`src/rtl/spi_boot_loader_if.sv`:
```
// AHB-Lite bus bundle between the boot loader (master) and the SPI flash slave.
interface spi_boot_loader_if;
   logic [31:0] M_HADDR;
   logic [1:0]  M_HTRANS;
   logic        M_HWRITE;
   logic [2:0]  M_HSIZE;
   logic [2:0]  M_HBURST;
   logic [31:0] M_HWDATA;
   logic [31:0] M_HRDATA;
   logic        M_HREADY;
   logic [1:0]  M_HRESP;

   modport master (
      output M_HADDR, M_HTRANS, M_HWRITE, M_HSIZE, M_HBURST, M_HWDATA,
      input  M_HRDATA, M_HREADY, M_HRESP
   );

   modport slave (
      input  M_HADDR, M_HTRANS, M_HWRITE, M_HSIZE, M_HBURST, M_HWDATA,
      output M_HRDATA, M_HREADY, M_HRESP
   );
endinterface

```
`src/rtl/spi_boot_loader.sv`:
```
// Non-pipelined AHB-Lite boot master: programs the flash control register, copies WORD_CNT words
// flash->SRAM and holds CPU_RST until done. `define BOOT_CHECKSUM_EN adds a trailer-word checksum check.
module spi_boot_loader #(
   parameter logic [31:0] CTRL_REG_ADDR = 32'h0800_000C,
   parameter logic [31:0] CTRL_WORD     = 32'h0003_0001,
   parameter logic [31:0] SRC_ADDR      = 32'h0000_0000,
   parameter logic [31:0] DST_ADDR      = 32'h2000_0000,
   parameter logic [15:0] WORD_CNT      = 16'd1024
) (
   input  logic              HCLK,
   input  logic              HRST,
   input  logic              START,
   input  logic              SPI_INIT,
   spi_boot_loader_if.master bus,
   output logic              BUSY,
   output logic              DONE,
   output logic              ERR,
   output logic              CPU_RST
`ifdef BOOT_CHECKSUM_EN
   ,
   output logic [31:0]       CHKSUM
`endif
);
   localparam logic [1:0] HTRANS_IDLE   = 2'b00;
   localparam logic [1:0] HTRANS_NONSEQ = 2'b10;

   typedef enum logic [3:0] {
      S_IDLE, S_WAIT_INIT, S_CFG_A, S_CFG_D, S_RD_A, S_RD_D, S_WR_A, S_WR_D, S_DONE, S_ERROR
`ifdef BOOT_CHECKSUM_EN
      , S_CK_A, S_CK_D
`endif
   } state_t;

   state_t      state, state_nx;
   logic [31:0] haddr, haddr_nx, hwdata, hwdata_nx, hold, hold_nx;
   logic [1:0]  htrans, htrans_nx;
   logic        hwrite, hwrite_nx;
   logic [15:0] cnt, cnt_nx, cnt_inc;
   logic        busy_nx, done_nx, err_nx, cpu_rst_nx;
   logic        go_err, go_end, bus_ok;
`ifdef BOOT_CHECKSUM_EN
   logic [31:0] sum, sum_nx;
   assign CHKSUM = sum;
`endif

   function automatic logic [31:0] word_addr(input logic [31:0] base, input logic [15:0] idx);
      return base + {14'd0, idx, 2'b00};
   endfunction

   assign bus_ok       = (bus.M_HRESP == 2'b00);
   assign cnt_inc      = cnt + 16'd1;
   assign bus.M_HADDR  = haddr;
   assign bus.M_HTRANS = htrans;
   assign bus.M_HWRITE = hwrite;
   assign bus.M_HWDATA = hwdata;
   assign bus.M_HSIZE  = 3'b010;
   assign bus.M_HBURST = 3'b000;

   // htrans defaults to IDLE, so NONSEQ lasts exactly until the address phase is accepted
   always_comb begin
      state_nx   = state;
      haddr_nx   = haddr;
      htrans_nx  = HTRANS_IDLE;
      hwrite_nx  = hwrite;
      hwdata_nx  = hwdata;
      hold_nx    = hold;
      cnt_nx     = cnt;
      busy_nx    = BUSY;
      done_nx    = DONE;
      err_nx     = ERR;
      cpu_rst_nx = CPU_RST;
      go_err     = 1'b0;
      go_end     = 1'b0;
`ifdef BOOT_CHECKSUM_EN
      sum_nx     = sum;
`endif
      case (state)
         S_IDLE, S_DONE, S_ERROR: if (START) begin
            state_nx   = S_WAIT_INIT;
            busy_nx    = 1'b1;
            done_nx    = 1'b0;
            err_nx     = 1'b0;
            cpu_rst_nx = 1'b1;
            cnt_nx     = 16'd0;
`ifdef BOOT_CHECKSUM_EN
            sum_nx     = 32'd0;
`endif
         end
         S_WAIT_INIT: if (SPI_INIT) begin
            state_nx  = S_CFG_A;
            haddr_nx  = CTRL_REG_ADDR;
            hwrite_nx = 1'b1;
            htrans_nx = HTRANS_NONSEQ;
         end
         S_CFG_A: if (bus.M_HREADY) begin
            state_nx  = S_CFG_D;
            hwdata_nx = CTRL_WORD;
         end else htrans_nx = HTRANS_NONSEQ;
         S_CFG_D: if (bus.M_HREADY) begin
            if (!bus_ok) go_err = 1'b1;
            else if (WORD_CNT == 16'd0) go_end = 1'b1;
            else begin
               state_nx  = S_RD_A;
               haddr_nx  = word_addr(SRC_ADDR, cnt);
               hwrite_nx = 1'b0;
               htrans_nx = HTRANS_NONSEQ;
            end
         end
         S_RD_A: if (bus.M_HREADY) state_nx = S_RD_D;
                 else htrans_nx = HTRANS_NONSEQ;
         S_RD_D: if (bus.M_HREADY) begin
            if (!bus_ok) go_err = 1'b1;
            else begin
               hold_nx   = bus.M_HRDATA;
               state_nx  = S_WR_A;
               haddr_nx  = word_addr(DST_ADDR, cnt);
               hwrite_nx = 1'b1;
               htrans_nx = HTRANS_NONSEQ;
            end
         end
         S_WR_A: if (bus.M_HREADY) begin
            state_nx  = S_WR_D;
            hwdata_nx = hold;
         end else htrans_nx = HTRANS_NONSEQ;
         S_WR_D: if (bus.M_HREADY) begin
            if (!bus_ok) go_err = 1'b1;
            else begin
               cnt_nx = cnt_inc;
`ifdef BOOT_CHECKSUM_EN
               sum_nx = sum + hold;
`endif
               if (cnt_inc == WORD_CNT) go_end = 1'b1;
               else begin
                  state_nx  = S_RD_A;
                  haddr_nx  = word_addr(SRC_ADDR, cnt_inc);
                  hwrite_nx = 1'b0;
                  htrans_nx = HTRANS_NONSEQ;
               end
            end
         end
`ifdef BOOT_CHECKSUM_EN
         S_CK_A: if (bus.M_HREADY) state_nx = S_CK_D;
                 else htrans_nx = HTRANS_NONSEQ;
         S_CK_D: if (bus.M_HREADY) begin
            if (!bus_ok || bus.M_HRDATA != sum) go_err = 1'b1;
            else begin
               state_nx   = S_DONE;
               busy_nx    = 1'b0;
               done_nx    = 1'b1;
               cpu_rst_nx = 1'b0;
            end
         end
`endif
         default: state_nx = S_IDLE;
      endcase

      if (go_end) begin
`ifdef BOOT_CHECKSUM_EN
         // trailer word sits right after the image
         state_nx   = S_CK_A;
         haddr_nx   = word_addr(SRC_ADDR, WORD_CNT);
         hwrite_nx  = 1'b0;
         htrans_nx  = HTRANS_NONSEQ;
`else
         state_nx   = S_DONE;
         busy_nx    = 1'b0;
         done_nx    = 1'b1;
         cpu_rst_nx = 1'b0;
`endif
      end
      if (go_err) begin
         state_nx = S_ERROR;
         busy_nx  = 1'b0;
         err_nx   = 1'b1;
      end
   end

   always_ff @(posedge HCLK or posedge HRST) begin
      if (HRST) begin
         state   <= S_IDLE;
         haddr   <= 32'd0;
         htrans  <= HTRANS_IDLE;
         hwrite  <= 1'b0;
         hwdata  <= 32'd0;
         hold    <= 32'd0;
         cnt     <= 16'd0;
         BUSY    <= 1'b0;
         DONE    <= 1'b0;
         ERR     <= 1'b0;
         CPU_RST <= 1'b1;
`ifdef BOOT_CHECKSUM_EN
         sum     <= 32'd0;
`endif
      end else begin
         state   <= state_nx;
         haddr   <= haddr_nx;
         htrans  <= htrans_nx;
         hwrite  <= hwrite_nx;
         hwdata  <= hwdata_nx;
         hold    <= hold_nx;
         cnt     <= cnt_nx;
         BUSY    <= busy_nx;
         DONE    <= done_nx;
         ERR     <= err_nx;
         CPU_RST <= cpu_rst_nx;
`ifdef BOOT_CHECKSUM_EN
         sum     <= sum_nx;
`endif
      end
   end
endmodule

```
`src/flat_wrapper.sv`:
```
// flat-port wrapper written by rule: the top's interface ports become plain ports
module spi_boot_loader_flat 
#(
   parameter logic [31:0] CTRL_REG_ADDR = 32'h0800_000C,
   parameter logic [31:0] CTRL_WORD     = 32'h0003_0001,
   parameter logic [31:0] SRC_ADDR      = 32'h0000_0000,
   parameter logic [31:0] DST_ADDR      = 32'h2000_0000,
   parameter logic [15:0] WORD_CNT      = 16'd1024
)
  (HCLK, HRST, START, SPI_INIT, BUSY, DONE, ERR, CPU_RST, bus_M_HADDR, bus_M_HTRANS, bus_M_HWRITE, bus_M_HSIZE, bus_M_HBURST, bus_M_HWDATA, bus_M_HRDATA, bus_M_HREADY, bus_M_HRESP);
  spi_boot_loader_if bus_i ();
  input  logic HCLK;
  input  logic HRST;
  input  logic START;
  input  logic SPI_INIT;
  output logic BUSY;
  output logic DONE;
  output logic ERR;
  output logic CPU_RST;
  output wire logic [$bits(bus_i.M_HADDR)-1:0] bus_M_HADDR;
  output wire logic [$bits(bus_i.M_HTRANS)-1:0] bus_M_HTRANS;
  output wire logic [$bits(bus_i.M_HWRITE)-1:0] bus_M_HWRITE;
  output wire logic [$bits(bus_i.M_HSIZE)-1:0] bus_M_HSIZE;
  output wire logic [$bits(bus_i.M_HBURST)-1:0] bus_M_HBURST;
  output wire logic [$bits(bus_i.M_HWDATA)-1:0] bus_M_HWDATA;
  input wire logic [$bits(bus_i.M_HRDATA)-1:0] bus_M_HRDATA;
  input wire logic [$bits(bus_i.M_HREADY)-1:0] bus_M_HREADY;
  input wire logic [$bits(bus_i.M_HRESP)-1:0] bus_M_HRESP;
  assign bus_M_HADDR = bus_i.M_HADDR;
  assign bus_M_HTRANS = bus_i.M_HTRANS;
  assign bus_M_HWRITE = bus_i.M_HWRITE;
  assign bus_M_HSIZE = bus_i.M_HSIZE;
  assign bus_M_HBURST = bus_i.M_HBURST;
  assign bus_M_HWDATA = bus_i.M_HWDATA;
  assign bus_i.M_HRDATA = bus_M_HRDATA;
  assign bus_i.M_HREADY = bus_M_HREADY;
  assign bus_i.M_HRESP = bus_M_HRESP;
  spi_boot_loader #(.CTRL_REG_ADDR(CTRL_REG_ADDR), .CTRL_WORD(CTRL_WORD), .SRC_ADDR(SRC_ADDR), .DST_ADDR(DST_ADDR), .WORD_CNT(WORD_CNT)) u_core (.HCLK(HCLK), .HRST(HRST), .START(START), .SPI_INIT(SPI_INIT), .bus(bus_i), .BUSY(BUSY), .DONE(DONE), .ERR(ERR), .CPU_RST(CPU_RST));
endmodule
```
`config.mk`:
```
export PLATFORM = sky130hd
export DESIGN_NAME = spi_boot_loader_flat
export DESIGN_NICKNAME = d
export VERILOG_FILES = /design/src/rtl/spi_boot_loader_if.sv /design/src/rtl/spi_boot_loader.sv /design/src/flat_wrapper.sv
export SDC_FILE = /design/constraint.sdc
export NUM_CORES = 1
export LEC_CHECK = 0
export ABC_AREA = 1
export BUFFER_PORTS_ARGS = -buffer_cell sky130_fd_sc_hd__buf_2
export CAP_MARGIN = 20
export CORE_MARGIN = 2
export CORE_UTILIZATION = 58
export DETAILED_ROUTE_END_ITERATION = 10
export GPL_TIMING_DRIVEN = 0
export PLACE_DENSITY = 0.85
export SETUP_SLACK_MARGIN = 0.05
export SLEW_MARGIN = 15
export SYNTH_ARGS = -nofsm -noshare
export SYNTH_HDL_FRONTEND = slang
export SYNTH_SLANG_ARGS = --single-unit
```
`constraint.sdc`:
```
create_clock -name HCLK -period 5.8 [get_ports HCLK]
set_input_delay 1.16 -clock HCLK [delete_from_list [all_inputs] [get_ports HCLK]]
set_output_delay 1.16 -clock HCLK [all_outputs]
set_load 0.005 [all_outputs]
```
==> run metrics <==
Clock Tree Buf Depth=2; # hold bufs at CTS=0; Num CTS Buffers=9; Yosys top cell by area=dfrtp_1; GRT Util Overall=between 20 and 30%; critical path class=in -> reg; Synth Flop Type=dfrtp_1; Gates resized, CTS repair=0; area added between synthesis and finish=17.6%; Data required, critical path=around 6100 ps; Die Wd=about 98 um; clk_lat worst skew=around 380 ps; post-synth top area share=between 50% and 60%; #FFs+latches synth=between 100 and 150; Final Net Count=~740; # rows=34; via count=roughly 4200; Synth cell types=38; post-route ant nets=0; Ant. Diodes=0; max-cap violations=0; DIE HEIGHT=98.1 um; routed vias/inst=roughly 5.2; Commonest cells post-synth=nand2_1, dfrtp_1, inv_1; Finished Core Util=between 70% and 80%; largest net degree at the start of global routing=75; Pleak=between 3 and 4 nW; layout filler cell count=around 710; DRC violations left=0; worst min-delay path category=reg -> reg; total grt overflow=0; max_slew headroom=between 60% and 70%; first-pass GRT wire length=slightly below 20 mm; Placer Congestion=0.904; main area contributors after synthesis=dfrtp_1, nand2_1, inv_1, a22o_1, o21ai_2; WL final=11.6 mm; Slew @ Worst Pin=about 530 ps; I/O Pins=~120; Final Cycle Share=~43%; RSZ-0062 raised after global routing=no; Crit path arrival time=2750 ps; final hold violations=0; Worst Hold Slack=roughly 480 ps; clk sinks=108; wire per inst=14.2 um; Final min period=~2500 ps; CTS tree=done; endpoint class of the critical path=register; Ys Warns=0; vias in the first global route=approximately 4200; die area=just under 10000 um2; Post-DP HPWL=8.40 mm; Cells after DPL=800; DR pass1 iterations=5; Gate Count Post-Synth=a little under 600; CTS Root Cell=clkbuf_8; # Post-CTS Setup Buffers=0; I/O Buffers=94; DRC marker count from the first detailed-route iteration=~200; Slew Limit Fails=0; Max Clock Freq=~0.41 GHz; Avg Inst Size Synth=about 9 um2; most frequent cell after synthesis=nand2_1; antenna violations before repair=0; Post-Layout Cell Count=816; Post-synth EDFFs=0; ys async rst share=100%; Worst setup SP type=primary input; maximum VDD drop=0.250 mV; status=finished clean; final setup TNS=0 ps; Setup Skew=~15 ps; PwrDens=about 400 nW/um2; Power, Total=between 0.002 and 0.0025 W; Crit Path Max Fanout=10; CORE AREA=8640 um2; H-tree levels=3; final setup fails=0; Initial Util=59.5%; sequential share of the synthesized area=about 53%; clock-pin slew on the worst setup and hold paths=between 100 and 150 ps; mapped cell area=approximately 5000 um2; layout cells sized above 1=27.8%
cell type report:
type                    instances  area, um2  share of cell area (%)
plain buffers                  42        303                    5.01
clock buffers                  10        138                    2.28
clock inverters                 6       58.8                   0.973
inverters                      75        287                    4.74
multi-input cells             372       1920                    31.8
flip-flops and latches        108       2700                    44.7
well taps                     108        135                    2.24
repair buffers                 95        498                    8.24
registers in the layout (all words and copies together) (netlist names):
register,flops
u_core.bus.M_HWDATA,32
u_core.bus.M_HWRITE,1
u_core.BUSY,1
u_core.ERR,1
u_core.hold,32
u_core.DONE,1
u_core.CPU_RST,1
u_core.bus.M_HTRANS,1
u_core.state,4
u_core.bus.M_HADDR,18
u_core.cnt,16
critical path, cell delays in order:
cell      delay [ps]
buf_2            130
inv_1             90
nor2_1           280
inv_1            110
nor2_1           200
clkbuf_1         430
inv_1            160
o22a_1           190
per-stage QoR:
| step | cell area (um2) | setup WS (ps) |
|---|---|---|
| final | 6050 | 3330 |
| after global placement | 5820 | 715 |
| after floorplan | 5210 | 1800 |
| after CTS | 6050 | 3320 |
| after global routing | 6050 | 3120 |
| after detailed placement | 5850 | 2930 |
worst paths after layout:
kind	from	end	slack, ps	cells past startpoint
worst max-delay path	bus_M_HREADY	u_core.bus.M_HWDATA[0]$_DFFE_PP0P_	3330	8
worst min-delay path	u_core.bus.M_HADDR[29]$_DFFE_PP0P_	u_core.bus.M_HADDR[29]$_DFFE_PP0P_	480	2
worst max register to register	u_core.cnt[0]$_DFFE_PP0P_	u_core.hold[26]$_DFFE_PP0P_	3460	14
worst min register to register	u_core.bus.M_HADDR[29]$_DFFE_PP0P_	u_core.bus.M_HADDR[29]$_DFFE_PP0P_	480	2
max in group asynchronous	HRST	u_core.state[1]$_DFFE_PP0P_	4400	3
min in group asynchronous	HRST	u_core.bus.M_HADDR[5]$_DFFE_PP0P_	760	2
routing by layer:
metal  vias up  part of all wire [%]  global-route usage (%)
met4         0                   1.6                    6.95
met2       143                    49                    40.8
met1      2015                    43                    35.2
met3        21                   6.3                    6.01
li1       2051                     -                       -
met5         -                     0                       0
logic make-up (layout without fill, tap and decap cells):
group / after synthesis / in the layout / share of synthesized area (%)
buffers and inverters: 117 / 228 / 11.4
DFF: 108 / 108 / 52.6
muxes: 1 / 1 / 0.219
adders and majority gates: 1 / 1 / 0.243
AOI/OAI and AO/OA: 116 / 116 / 16.0
and+or+nand+nor: 232 / 232 / 19.2
other: 2 / 21 / 0.146
xor gates and xnor gates: 1 / 1 / 0.170
layout by cell type, fill, tap and decap left out, drive strengths merged, types with 5 or more instances in the layout:
cell type / instances
o21ai: 74
clkinv: 5
buf: 128
conb: 21
nand3: 25
nor2: 31
a22o: 29
nand2: 169
clkbuf: 19
inv: 76
dfrtp: 107
where the power goes:
| part | switching (W) | total [W] | internal, W |
|---|---|---|---|
| sequential | 0.000137 | 0.00112 | 0.000985 |
| combinational | 0.000529 | 0.000907 | 0.000378 |
| clock | 0.000275 | 0.000452 | 0.000177 |
Note: power is estimated with default switching activity, not from simulation.
